$ cat config.mk
export PLATFORM = sky130hd
export DESIGN_NAME = ex_stage
export DESIGN_NICKNAME = d
export VERILOG_FILES = /design/src/rtl/mips_pkg.sv /design/src/rtl/ex_stage_muldiv_unit.sv /design/src/rtl/ex_stage.sv
export SDC_FILE = /design/constraint.sdc
export NUM_CORES = 1
export LEC_CHECK = 0
export BUFFER_PORTS_ARGS = -buffer_cell sky130_fd_sc_hd__buf_2
export CAP_MARGIN = 25
export CORE_AREA = 5 5 308 280
export DETAILED_ROUTE_END_ITERATION = 8
export DIE_AREA = 0 0 313 285
export PLACE_DENSITY = 0.46
export SLEW_MARGIN = 20
export SYNTH_ARGS = -nofsm -noshare
export SYNTH_HDL_FRONTEND = slang
export SYNTH_SLANG_ARGS = --single-unit
$ cat constraint.sdc
create_clock -name clk -period 5 [get_ports clk]
set_clock_uncertainty 0.05 [all_clocks]
set_input_delay 0.5 -clock clk [delete_from_list [all_inputs] [get_ports clk]]
set_output_delay 0.5 -clock clk [all_outputs]
set_load 0.01 [all_outputs]
$ cat src/rtl/mips_pkg.sv
// Shared encodings for the MIPS execute stage: ALU ops, mul/div ops,
// forward selects and the mul/div sequencer states.
package mips_pkg;

  localparam logic [2:0] ALU_AND  = 3'b000;
  localparam logic [2:0] ALU_OR   = 3'b001;
  localparam logic [2:0] ALU_ADD  = 3'b010;
  localparam logic [2:0] ALU_XOR  = 3'b011;
  localparam logic [2:0] ALU_NOR  = 3'b100;
  localparam logic [2:0] ALU_SLTU = 3'b101;
  localparam logic [2:0] ALU_SUB  = 3'b110;
  localparam logic [2:0] ALU_SLT  = 3'b111;

  localparam logic [2:0] MD_NONE  = 3'b000;
  localparam logic [2:0] MD_MULT  = 3'b001;
  localparam logic [2:0] MD_MULTU = 3'b010;
  localparam logic [2:0] MD_DIV   = 3'b011;
  localparam logic [2:0] MD_DIVU  = 3'b100;
  localparam logic [2:0] MD_MFHI  = 3'b101;
  localparam logic [2:0] MD_MFLO  = 3'b110;

  localparam logic [1:0] FWD_RD   = 2'b00;
  localparam logic [1:0] FWD_RESW = 2'b01;
  localparam logic [1:0] FWD_ALUM = 2'b10;

  typedef enum logic [1:0] {MD_IDLE, MD_RUN, MD_DONE} md_state_e;

  function automatic logic is_md_arith(input logic [2:0] op);
    return op inside {MD_MULT, MD_MULTU, MD_DIV, MD_DIVU};
  endfunction

  function automatic logic is_md_any(input logic [2:0] op);
    return op inside {MD_MULT, MD_MULTU, MD_DIV, MD_DIVU, MD_MFHI, MD_MFLO};
  endfunction

  // Code 11 is unused and falls back to the register-file value.
  function automatic logic [31:0] fwd_sel(input logic [1:0] sel, input logic [31:0] rd,
                                          input logic [31:0] res_w, input logic [31:0] alu_m);
    case (sel)
      FWD_RESW: return res_w;
      FWD_ALUM: return alu_m;
      default:  return rd;
    endcase
  endfunction

endpackage

$ cat src/rtl/ex_stage_muldiv_unit.sv
// Iterative 32-step multiply/divide on operand magnitudes, signs fixed in DONE.
// Owns HI/LO; start is only honoured in IDLE, busy covers RUN and DONE.
module muldiv_unit
  import mips_pkg::*;
(
  input  logic        clk,
  input  logic        rst_n,
  input  logic        start,
  input  logic [2:0]  op,
  input  logic [31:0] a,
  input  logic [31:0] b,
  output logic        busy,
  output logic [31:0] hi,
  output logic [31:0] lo
);

  md_state_e   r_state, w_next;
  logic [4:0]  r_cnt;
  logic [63:0] r_acc;
  logic [2:0]  r_op;
  logic [31:0] r_a, r_b, r_hi, r_lo;

  logic        w_signed, w_is_div, w_a_neg, w_b_neg, w_in_signed;
  logic [31:0] w_mag_b, w_in_mag_a;
  logic [32:0] w_madd, w_dsh, w_dsub;
  logic [63:0] w_step, w_prod;
  logic [31:0] w_quo, w_rem;

  assign w_signed    = (r_op == MD_MULT) || (r_op == MD_DIV);
  assign w_is_div    = (r_op == MD_DIV)  || (r_op == MD_DIVU);
  assign w_a_neg     = w_signed & r_a[31];
  assign w_b_neg     = w_signed & r_b[31];
  assign w_mag_b     = w_b_neg ? -r_b : r_b;
  assign w_in_signed = (op == MD_MULT) || (op == MD_DIV);
  assign w_in_mag_a  = (w_in_signed && a[31]) ? -a : a;

  // Multiply: upper half accumulates, multiplier shifts out of the bottom.
  // Divide: restoring, quotient bits shift into the bottom.
  assign w_madd = {1'b0, r_acc[63:32]} + (r_acc[0] ? {1'b0, w_mag_b} : 33'd0);
  assign w_dsh  = {r_acc[63:32], r_acc[31]};
  assign w_dsub = w_dsh - {1'b0, w_mag_b};
  assign w_step = w_is_div ? (w_dsub[32] ? {w_dsh[31:0], r_acc[30:0], 1'b0}
                                         : {w_dsub[31:0], r_acc[30:0], 1'b1})
                           : {w_madd, r_acc[31:1]};

  assign w_prod = (w_a_neg ^ w_b_neg) ? -r_acc : r_acc;
  assign w_quo  = (w_a_neg ^ w_b_neg) ? -r_acc[31:0] : r_acc[31:0];
  assign w_rem  = w_a_neg ? -r_acc[63:32] : r_acc[63:32];

  always_ff @(posedge clk or negedge rst_n) begin
    if (!rst_n) r_state <= MD_IDLE;
    else        r_state <= w_next;
  end

  always_comb begin
    w_next = r_state;
    case (r_state)
      MD_IDLE: if (start) w_next = MD_RUN;
      MD_RUN:  if (r_cnt == 5'd31) w_next = MD_DONE;
      MD_DONE: w_next = MD_IDLE;
      default: w_next = MD_IDLE;
    endcase
  end

  always_comb begin
    busy = (r_state != MD_IDLE);
    hi   = r_hi;
    lo   = r_lo;
  end

  always_ff @(posedge clk or negedge rst_n) begin
    if (!rst_n) begin
      r_cnt <= '0;
      r_acc <= '0;
      r_op  <= '0;
      r_a   <= '0;
      r_b   <= '0;
      r_hi  <= '0;
      r_lo  <= '0;
    end else if (r_state == MD_IDLE && start) begin
      r_op  <= op;
      r_a   <= a;
      r_b   <= b;
      r_acc <= {32'd0, w_in_mag_a};
      r_cnt <= '0;
    end else if (r_state == MD_RUN) begin
      r_acc <= w_step;
      r_cnt <= r_cnt + 5'd1;
    end else if (r_state == MD_DONE) begin
      if (w_is_div && r_b == 32'd0) begin
        r_hi <= r_a;
        r_lo <= 32'hFFFF_FFFF;
      end else if (w_is_div) begin
        r_hi <= w_rem;
        r_lo <= w_quo;
      end else begin
        {r_hi, r_lo} <= w_prod;
      end
    end
  end

endmodule

$ cat src/rtl/ex_stage.sv
// MIPS execute stage: forwarding, ALU, HI/LO moves, stall logic, EX/MEM register.
// Stalls and flushes both send a bubble (all write enables low) into MEM.
module ex_stage
  import mips_pkg::*;
(
  input  logic        clk,
  input  logic        rst_n,
  input  logic        RegWriteE,
  input  logic        MemtoRegE,
  input  logic        MemWriteE,
  input  logic [2:0]  ALUControlE,
  input  logic        ALUSrcE,
  input  logic        RegDstE,
  input  logic [2:0]  MulDivE,
  input  logic [4:0]  RtE,
  input  logic [4:0]  RdE,
  input  logic [31:0] RD1E,
  input  logic [31:0] RD2E,
  input  logic [31:0] SignImmE,
  input  logic [1:0]  ForwardAE,
  input  logic [1:0]  ForwardBE,
  input  logic [31:0] ResultW,
  input  logic        FlushE,
  output logic        RegWriteM,
  output logic        MemtoRegM,
  output logic        MemWriteM,
  output logic [4:0]  WriteRegM,
  output logic [31:0] ALUOutM,
  output logic [31:0] WriteDataM,
  output logic        StallE
);

  logic        r_reg_write_m, r_memto_reg_m, r_mem_write_m;
  logic [4:0]  r_write_reg_m;
  logic [31:0] r_alu_out_m, r_write_data_m;

  logic [31:0] w_src_a, w_src_b, w_write_data, w_alu, w_result, w_hi, w_lo;
  logic        w_busy, w_md_start, w_bubble;

  assign w_src_a      = fwd_sel(ForwardAE, RD1E, ResultW, r_alu_out_m);
  assign w_write_data = fwd_sel(ForwardBE, RD2E, ResultW, r_alu_out_m);
  assign w_src_b      = ALUSrcE ? SignImmE : w_write_data;

  always_comb begin
    w_alu = '0;
    case (ALUControlE)
      ALU_AND:  w_alu = w_src_a & w_src_b;
      ALU_OR:   w_alu = w_src_a | w_src_b;
      ALU_ADD:  w_alu = w_src_a + w_src_b;
      ALU_XOR:  w_alu = w_src_a ^ w_src_b;
      ALU_NOR:  w_alu = ~(w_src_a | w_src_b);
      ALU_SLTU: w_alu = {31'd0, w_src_a < w_src_b};
      ALU_SUB:  w_alu = w_src_a - w_src_b;
      ALU_SLT:  w_alu = {31'd0, $signed(w_src_a) < $signed(w_src_b)};
      default:  w_alu = '0;
    endcase
  end

  assign w_result = (MulDivE == MD_MFHI) ? w_hi :
                    (MulDivE == MD_MFLO) ? w_lo : w_alu;

  // Any HI/LO access waits for the unit; a flushed op is never started.
  assign StallE     = w_busy & is_md_any(MulDivE);
  assign w_md_start = is_md_arith(MulDivE) & ~w_busy & ~FlushE;
  assign w_bubble   = StallE | FlushE;

  muldiv_unit u_muldiv (
    .clk   (clk),
    .rst_n (rst_n),
    .start (w_md_start),
    .op    (MulDivE),
    .a     (w_src_a),
    .b     (w_write_data),
    .busy  (w_busy),
    .hi    (w_hi),
    .lo    (w_lo)
  );

  always_ff @(posedge clk or negedge rst_n) begin
    if (!rst_n) begin
      r_reg_write_m  <= 1'b0;
      r_memto_reg_m  <= 1'b0;
      r_mem_write_m  <= 1'b0;
      r_write_reg_m  <= '0;
      r_alu_out_m    <= '0;
      r_write_data_m <= '0;
    end else begin
      r_reg_write_m  <= RegWriteE & ~w_bubble;
      r_memto_reg_m  <= MemtoRegE & ~w_bubble;
      r_mem_write_m  <= MemWriteE & ~w_bubble;
      r_write_reg_m  <= RegDstE ? RdE : RtE;
      r_alu_out_m    <= w_result;
      r_write_data_m <= w_write_data;
    end
  end

  assign RegWriteM  = r_reg_write_m;
  assign MemtoRegM  = r_memto_reg_m;
  assign MemWriteM  = r_mem_write_m;
  assign WriteRegM  = r_write_reg_m;
  assign ALUOutM    = r_alu_out_m;
  assign WriteDataM = r_write_data_m;

endmodule

==> results.json, run 1 <==
{
  "overflow": 0,
  "area_growth_pct": 24.6,
  "drive_above_1_share": 0.203,
  "die_y_um": 285,
  "cp_max_fo": 3,
  "fmax_ghz": 0.212,
  "power_density_nw_per_um2": 634,
  "fin_nets": 3957,
  "relSlewSlack": 0.310,
  "row_count": 100,
  "outcome": "complete, no violations",
  "r2r_cells": 20,
  "p_leak_nw": 14.3,
  "hold_viol": 0,
  "antenna_found_initial": 7,
  "drt.antenna.violating_nets": 0,
  "slowest_stage": "o31ai_1",
  "ys_ff_latch": 274,
  "drt_wl_total_mm": 126,
  "period_share": 0.943,
  "regToRegStartpoint": "ALUOutM[0]",
  "arrival_ns": 5.15,
  "comb_power_share": 0.647,
  "hold-path-endpoint": "RegWriteM",
  "clockRootBuffer": "clkbuf_16",
  "synth_area_um2": 24500,
  "rsz0062_at_grt": "no",
  "via_count": 26700,
  "initial_core_util": 0.298,
  "post-cts-setup-buffers": 0,
  "io_pins": 229,
  "crit_type": "reg -> reg",
  "synth_flop_cell": "dfrtp_1",
  "grt_pass1_wl_mm": 181,
  "sw_frac_of_total": 0.493,
  "cp-end-kind": "flip-flop",
  "synth_edf_count": 0,
  "cts_tree": "built",
  "path_cells": "a22oi_1 > nor2_1 > a21oi_1 > buf_4 > o21ai_0 > ha_1 > inv_1 > fa_1 > nor2b_1 > o21bai_1 > a21oi_1 > o211ai_1 > a211oi_1 > buf_4 > o31ai_1 > nor2_1 > buf_4 > nor3_1 > nor2_1 > o211ai_1",
  "synthArstFlopShare": 1.00,
  "coreArea_um2": 82300,
  "firstDrtPassIters": 7,
  "grt.busiest_layer": "met2",
  "grt_max_degree": 99,
  "final_max_slew_viol_count": 0,
  "tns_ns": 0,
  "drv_cap": 0,
  "globalRouteTotalUtil": 0.270,
  "grt_use_met3": 0.0590,
  "whs_path_depth": 2,
  "power.internal_w": 0.00982,
  "setup_viol": 0,
  "p_clk_frac": 0.146,
  "synth_seq_area_share": 0.280,
  "use_met1": 0.379,
  "dieArea_um2": 89200,
  "synthCells": 3170,
  "worst_ep_required_time_ns": 5.44,
  "dp_hpwl_mm": 100,
  "syn-num-nets": 3511,
  "ir_drop_mv": 0.288,
  "r2r_slack_ns": 0.29,
  "setup.worst_path.start_class": "flip-flop",
  "use_met2": 0.419,
  "port_buffers": 228,
  "switchingPower_w": 0.00953,
  "hp-class": "in -> reg",
  "timing.rr.end": "ALUOutM[26]",
  "fin_crit_ns": 4.71,
  "clkSlewWorstSetupHoldPaths_ns": 0.07,
  "syn_area_per_cell_um2": 7.73,
  "die_x_um": 313,
  "htreeDepth": 2,
  "hp-start": "RegWriteE",
  "clockBufferDepth": 3,
  "remaining_drc_errors": 0,
  "grt_pass1_vias": 25600,
  "power_w": 0.0194,
  "ys_types": 88,
  "via_per_inst": 5.67,
  "cts.sinks": 274,
  "synth_warnings": 0,
  "drt-initial-drc-count": 2627,
  "seqPwrFrac": 0.208,
  "gp_congestion": 1.04,
  "worst_pin_slew_ns": 1.03,
  "cts_buffers": 38,
  "cpPeakStageDelay_ns": 0.72,
  "clk_latency_ns": 0.59,
  "wl_per_cell_um": 26.8
}
[power by group through the flow]
| stage | sequential, W | combinational (W) | clock (W) |
|---|---|---|---|
| 2_1_floorplan | 0.00361 | 0.00770 | 0 |
| 4_1_cts | 0.00398 | 0.0124 | 0.00289 |
| 3_5_place_dp | 0.00401 | 0.0123 | 0 |
| 5_1_grt | 0.00410 | 0.0137 | 0.00296 |
| 3_3_place_gp | 0.00402 | 0.0123 | 0 |
| 6_report | 0.00402 | 0.0125 | 0.00282 |
[sequential cells by signal, indices dropped and copies added (netlist names)]
register	flops
u_muldiv.hi	32
u_muldiv.r_cnt	5
u_muldiv.r_a	32
u_muldiv.r_b	32
RegWriteM	1
ALUOutM	32
MemtoRegM	1
u_muldiv.r_acc	64
MemWriteM	1
u_muldiv.r_op	3
WriteRegM	5
u_muldiv.r_state	2
WriteDataM	32
u_muldiv.lo	32
[worst max-delay path, delay by kind of cell, from the launching register on]
| family | cells | cell delay, ns |
|---|---|---|
| compound gates | 9 | 2.21 |
| simple gates | 5 | 0.64 |
| fa+ha+maj | 2 | 0.61 |
| buf+inv | 4 | 0.59 |
| flops | 1 | 0.54 |
[layer usage]
layer,vias up,part of all wire,wire length [um]
met3,190,0.083,10400
li1,12300,-,-
met4,4,0.033,4220
met5,-,0.00017,21
met2,1081,0.44,55200
met1,13100,0.45,56400
[final cells by class]
type	instances	area, um^2
Fill cell	8868	51800
Multi-Input combinational cell	2529	16300
Sequential cell	274	6860
Timing Repair Buffer	613	4160
Tap cell	1071	1340
Clock buffer	52	1080
Inverter	160	601
Clock inverter	17	176
Antenna cell	2	5.00
[synthesized netlist by cell type, types with 7 or more instances]
master	instances	area [um^2]
a211oi_1	22	165
a21o_1	48	360
a21oi_1	286	1430
a221o_1	24	240
a221oi_1	21	184
a22oi_1	100	751
a31oi_1	51	319
and2_1	18	113
and3_1	17	106
and4_1	7	61.3
buf_1	25	93.8
buf_2	12	60.1
clkbuf_1	164	616
dfrtp_1	274	6860
ha_1	181	2260
inv_1	159	597
mux2_2	9	101
mux2i_1	41	410
nand2_1	353	1330
nand2b_1	24	150
nand3_1	56	280
nand4_1	21	131
nor2_1	273	1020
nor2b_1	26	163
nor3_1	74	370
nor4_1	15	93.8
o211ai_1	51	383
o21a_1	37	278
o21ai_0	304	1520
o21ai_1	17	85.1
o21bai_1	14	105
o221ai_1	9	78.8
o22a_1	22	193
o22ai_1	14	87.6
o31a_1	11	96.3
o31ai_1	25	188
o41ai_1	11	96.3
or2_2	16	100
or3_1	23	144
or4_1	14	105
xnor2_1	114	998
xor2_1	74	648
[what timing repair did]
item	4_1_cts	5_1_grt
endpoints found under the setup margin	0	24
hold endpoints to repair	52	0
hold buffers	1	0
resized for setup	0	4
[layout by cell type, fill, tap and decap left out, drive strengths merged, types with 22 or more instances in the layout]
cell	n
a22oi	100
a211oi	22
o31ai	25
nand3	56
clkbuf	52
mux2i	41
nor2	274
inv	163
nand2b	24
a31oi	53
a21oi	286
nor3	77
dfrtp	274
o21a	38
xor2	74
o22a	22
o21ai	321
xnor2	115
a221o	24
buf	612
nor2b	26
nand2	353
o211ai	51
a21o	48
ha	181
or3	24
[kinds of logic after synthesis]
group	after synthesis	synth area share
compound gates	1142	0.296
xor+xnor	189	0.0678
fa+ha+maj	185	0.0957
buf+inv	367	0.0583
flops	274	0.280
mux	50	0.0209
simple gates	963	0.182
[metrics by stage]
| step | hold WS [ns] | std cells | worst slack [ns] | util | instance area, um^2 |
|---|---|---|---|---|---|
| floorplan | 0.154 | 3170 | 0.492 | - | 24500 |
| global placement | 0.407 | 4645 | -0.0440 | 0.355 | 29200 |
| detailed placement | 0.416 | 4646 | -0.0750 | 0.355 | 29200 |
| CTS | 0.0370 | 4716 | 0.189 | 0.371 | 30500 |
| global route | 0.0640 | 4716 | 0.00206 | 0.371 | 30500 |
| finish | 0.0746 | 4718 | 0.285 | 0.371 | 30500 |
[worst max path at each step]
| stage | startpoint | to | slack, ns |
|---|---|---|---|
| finish | ALUOutM[0] | ALUOutM[26] | 0.29 |
| global route | ALUOutM[0] | ALUOutM[26] | 0.002 |
| CTS | u_muldiv.r_b[0] | u_muldiv.r_acc[52] | 0.19 |
| detailed placement | ForwardBE[0] | ALUOutM[27] | -0.07 |
| global placement | ForwardBE[1] | ALUOutM[27] | -0.04 |
| floorplan | ForwardBE[0] | ALUOutM[19] | 0.49 |
Power figures use the tool's default switching activity.
==> inputs of run 2 (changes only) <==
- RECOVER_POWER: unset -> 50
==> run 2 against run 1 <==
The flow now finishes with violations (max-capacitance violations, max-slew violations). Sequential power hardly changed. Power fell by 0.21%. Utilization shrank 0.25 points. Combinational power hardly changed. Hold slack improved by 0.0028 ns. Clock power about the same. Sequential share of layout area is 0.15 points higher. Critical path type unchanged. Setup slack worse by 0.0023 ns. Wire length decreased by 0.13%.
==> results.json, run 2 (synthesis gave the netlist of run 1 again) <==
{
  "clkSlewWorstSetupHoldPaths_ns": 0.06,
  "p_leak_nw": 13.9,
  "io_pins": 229,
  "sw_frac_of_total": 0.494,
  "drt_wl_total_mm": 126,
  "row_count": 100,
  "setup.worst_path.start_class": "flip-flop",
  "fin_nets": 3957,
  "remaining_drc_errors": 0,
  "dp.cells": 4646,
  "route.met2.wl_mm": 55.1,
  "via_count": 26700,
  "globalRouteTotalUtil": 0.270,
  "via_per_inst": 5.66,
  "hp-class": "in -> reg",
  "period_share": 0.943,
  "drive_above_1_share": 0.178,
  "pre_cts_slack_ns": -0.0750,
  "r2r_slack_ns": 0.28,
  "final_max_slew_viol_count": 99,
  "layout_common_cells": "nand2_1, buf_4, o21ai_0",
  "coreArea_um2": 82300,
  "violations": "max-capacitance violations, max-slew violations",
  "cts_tree": "built",
  "grt_max_degree": 99,
  "drt-initial-drc-count": 2619,
  "clockRootBuffer": "clkbuf_16",
  "hold_viol": 0,
  "p_clk_frac": 0.146,
  "die_y_um": 285,
  "relSlewSlack": -0.884,
  "cts_buffers": 38,
  "wl_met3_mm": 11.0,
  "seqCellArea_um2": 6860,
  "drt.antenna.violating_nets": 0,
  "seqPwrFrac": 0.208,
  "drv_cap": 1,
  "fmax_ghz": 0.212,
  "htreeDepth": 2,
  "switchingPower_w": 0.00954,
  "power_density_nw_per_um2": 637,
  "largest_reg_flops": 64,
  "die_x_um": 313,
  "fill_cells": 8915,
  "ir_drop_mv": 0.284,
  "cts.sinks": 274,
  "comb_power_share": 0.646,
  "antenna_found_initial": 7,
  "overflow": 0,
  "setup_viol": 0,
  "multi_input_area_um2": 16300,
  "post-cts-setup-buffers": 0,
  "worst_pin_slew_ns": 2.83,
  "arrival_ns": 5.11,
  "grt_pass1_wl_mm": 181,
  "crit_type": "reg -> reg",
  "dp_hpwl_mm": 100,
  "layout_commonest_cell": "nand2_1",
  "power.internal_w": 0.00977,
  "clockBufferDepth": 3,
  "wl_per_cell_um": 26.7,
  "met1_length_mm": 55.7,
  "setup_ws_ns": 0.283,
  "routed.top_layer": "met5",
  "tns_ns": 0,
  "cp_max_fo": 6,
  "gp_congestion": 1.04,
  "grt_pass1_vias": 25600,
  "rsz0062_at_grt": "no",
  "outcome": "finished with violations",
  "firstDrtPassIters": 5,
  "worst_ep_required_time_ns": 5.39,
  "port_buffers": 228,
  "fin_cells": 4718,
  "clk_latency_ns": 0.59,
  "regMostFlops": "u_muldiv.r_acc",
  "area_growth_pct": 23.8,
  "initial_core_util": 0.298,
  "fin_crit_ns": 4.72,
  "dieArea_um2": 89200,
  "cp-end-kind": "flip-flop"
}
[run 2: changes by cell type in the layout (fill, tap and decap cells not counted), moves of 2 or more]
| cell | change |
|---|---|
| clkbuf_4 | +4 |
| clkbuf_1 | +92 |
| buf_4 | -23 |
| buf_12 | -2 |
| and2_0 | +2 |
| and2_1 | -2 |
| buf_2 | -71 |
[run 2: final timing paths]
check                      depth (start not counted)              from                  to
hold reg to reg                                    2  u_muldiv.r_a[27]    u_muldiv.r_a[27]
setup / recovery                                  21   u_muldiv.r_b[0]  u_muldiv.r_acc[63]
min in group asynchronous                          2             rst_n  u_muldiv.r_acc[39]
max in group asynchronous                          3             rst_n         ALUOutM[15]
setup reg to reg                                  21   u_muldiv.r_b[0]  u_muldiv.r_acc[63]
hold / removal                                     2         MemtoRegE           MemtoRegM
[run 2: layout make-up]
class                      instances  share of cell area
tap                             1071              0.0442
clock inverter                    17             0.00581
inverter                         160              0.0198
antenna                            2            0.000165
clock buffer                      52              0.0357
sequential                       274               0.226
multi-input combinational       2529               0.538
timing repair buffer             613               0.130
[run 2: critical path, cell delays in order, from the launching register on]
cell	delay [ns]
dfrtp_1	0.43
inv_1	0.11
ha_1	0.20
nand3_1	0.12
nor3_1	0.15
buf_4	0.14
nand2_1	0.08
o41ai_1	0.33
xor2_1	0.11
buf_4	0.17
ha_1	0.29
nand2_1	0.06
o2111ai_1	0.24
a221oi_1	0.11
buf_4	0.15
o21a_1	0.17
o21ai_0	0.28
a31oi_4	0.09
o21ai_1	0.46
xnor2_4	0.21
a2111oi_0	0.48
a211oi_1	0.10
[run 2: through the flow]
step	total power (W)	area (um^2)	utilization	hold slack [ns]
final	0.0193	30300	0.369	0.0774
after global routing	0.0207	30300	0.368	0.0640
after CTS	0.0193	30500	0.371	0.0370
after detailed placement	0.0163	29200	0.355	0.416
after global placement	0.0164	29200	0.355	0.407
after floorplan	0.0113	24500	-	0.154
[run 2: power groups by stage]
stage / registers [W] / logic, W / clock network, W
2_1_floorplan: 0.00361 / 0.00770 / 0
3_3_place_gp: 0.00402 / 0.0123 / 0
3_5_place_dp: 0.00401 / 0.0123 / 0
4_1_cts: 0.00398 / 0.0124 / 0.00289
5_1_grt: 0.00410 / 0.0136 / 0.00296
6_report: 0.00402 / 0.0125 / 0.00282
[run 2: repair_timing]
item                       4_1_cts  5_1_grt
hold buffers                     1        0
setup endpoints to repair        0       24
resized for setup                0        4
hold endpoints to repair        52        0
[run 2: routing by layer]
| metal | track usage | vias to the layer above |
|---|---|---|
| met5 | 0 | - |
| met1 | 0.379 | 13000 |
| met3 | 0.0590 | 191 |
| met2 | 0.419 | 1110 |
| li1 | - | 12300 |
| met4 | 0.0780 | 2 |
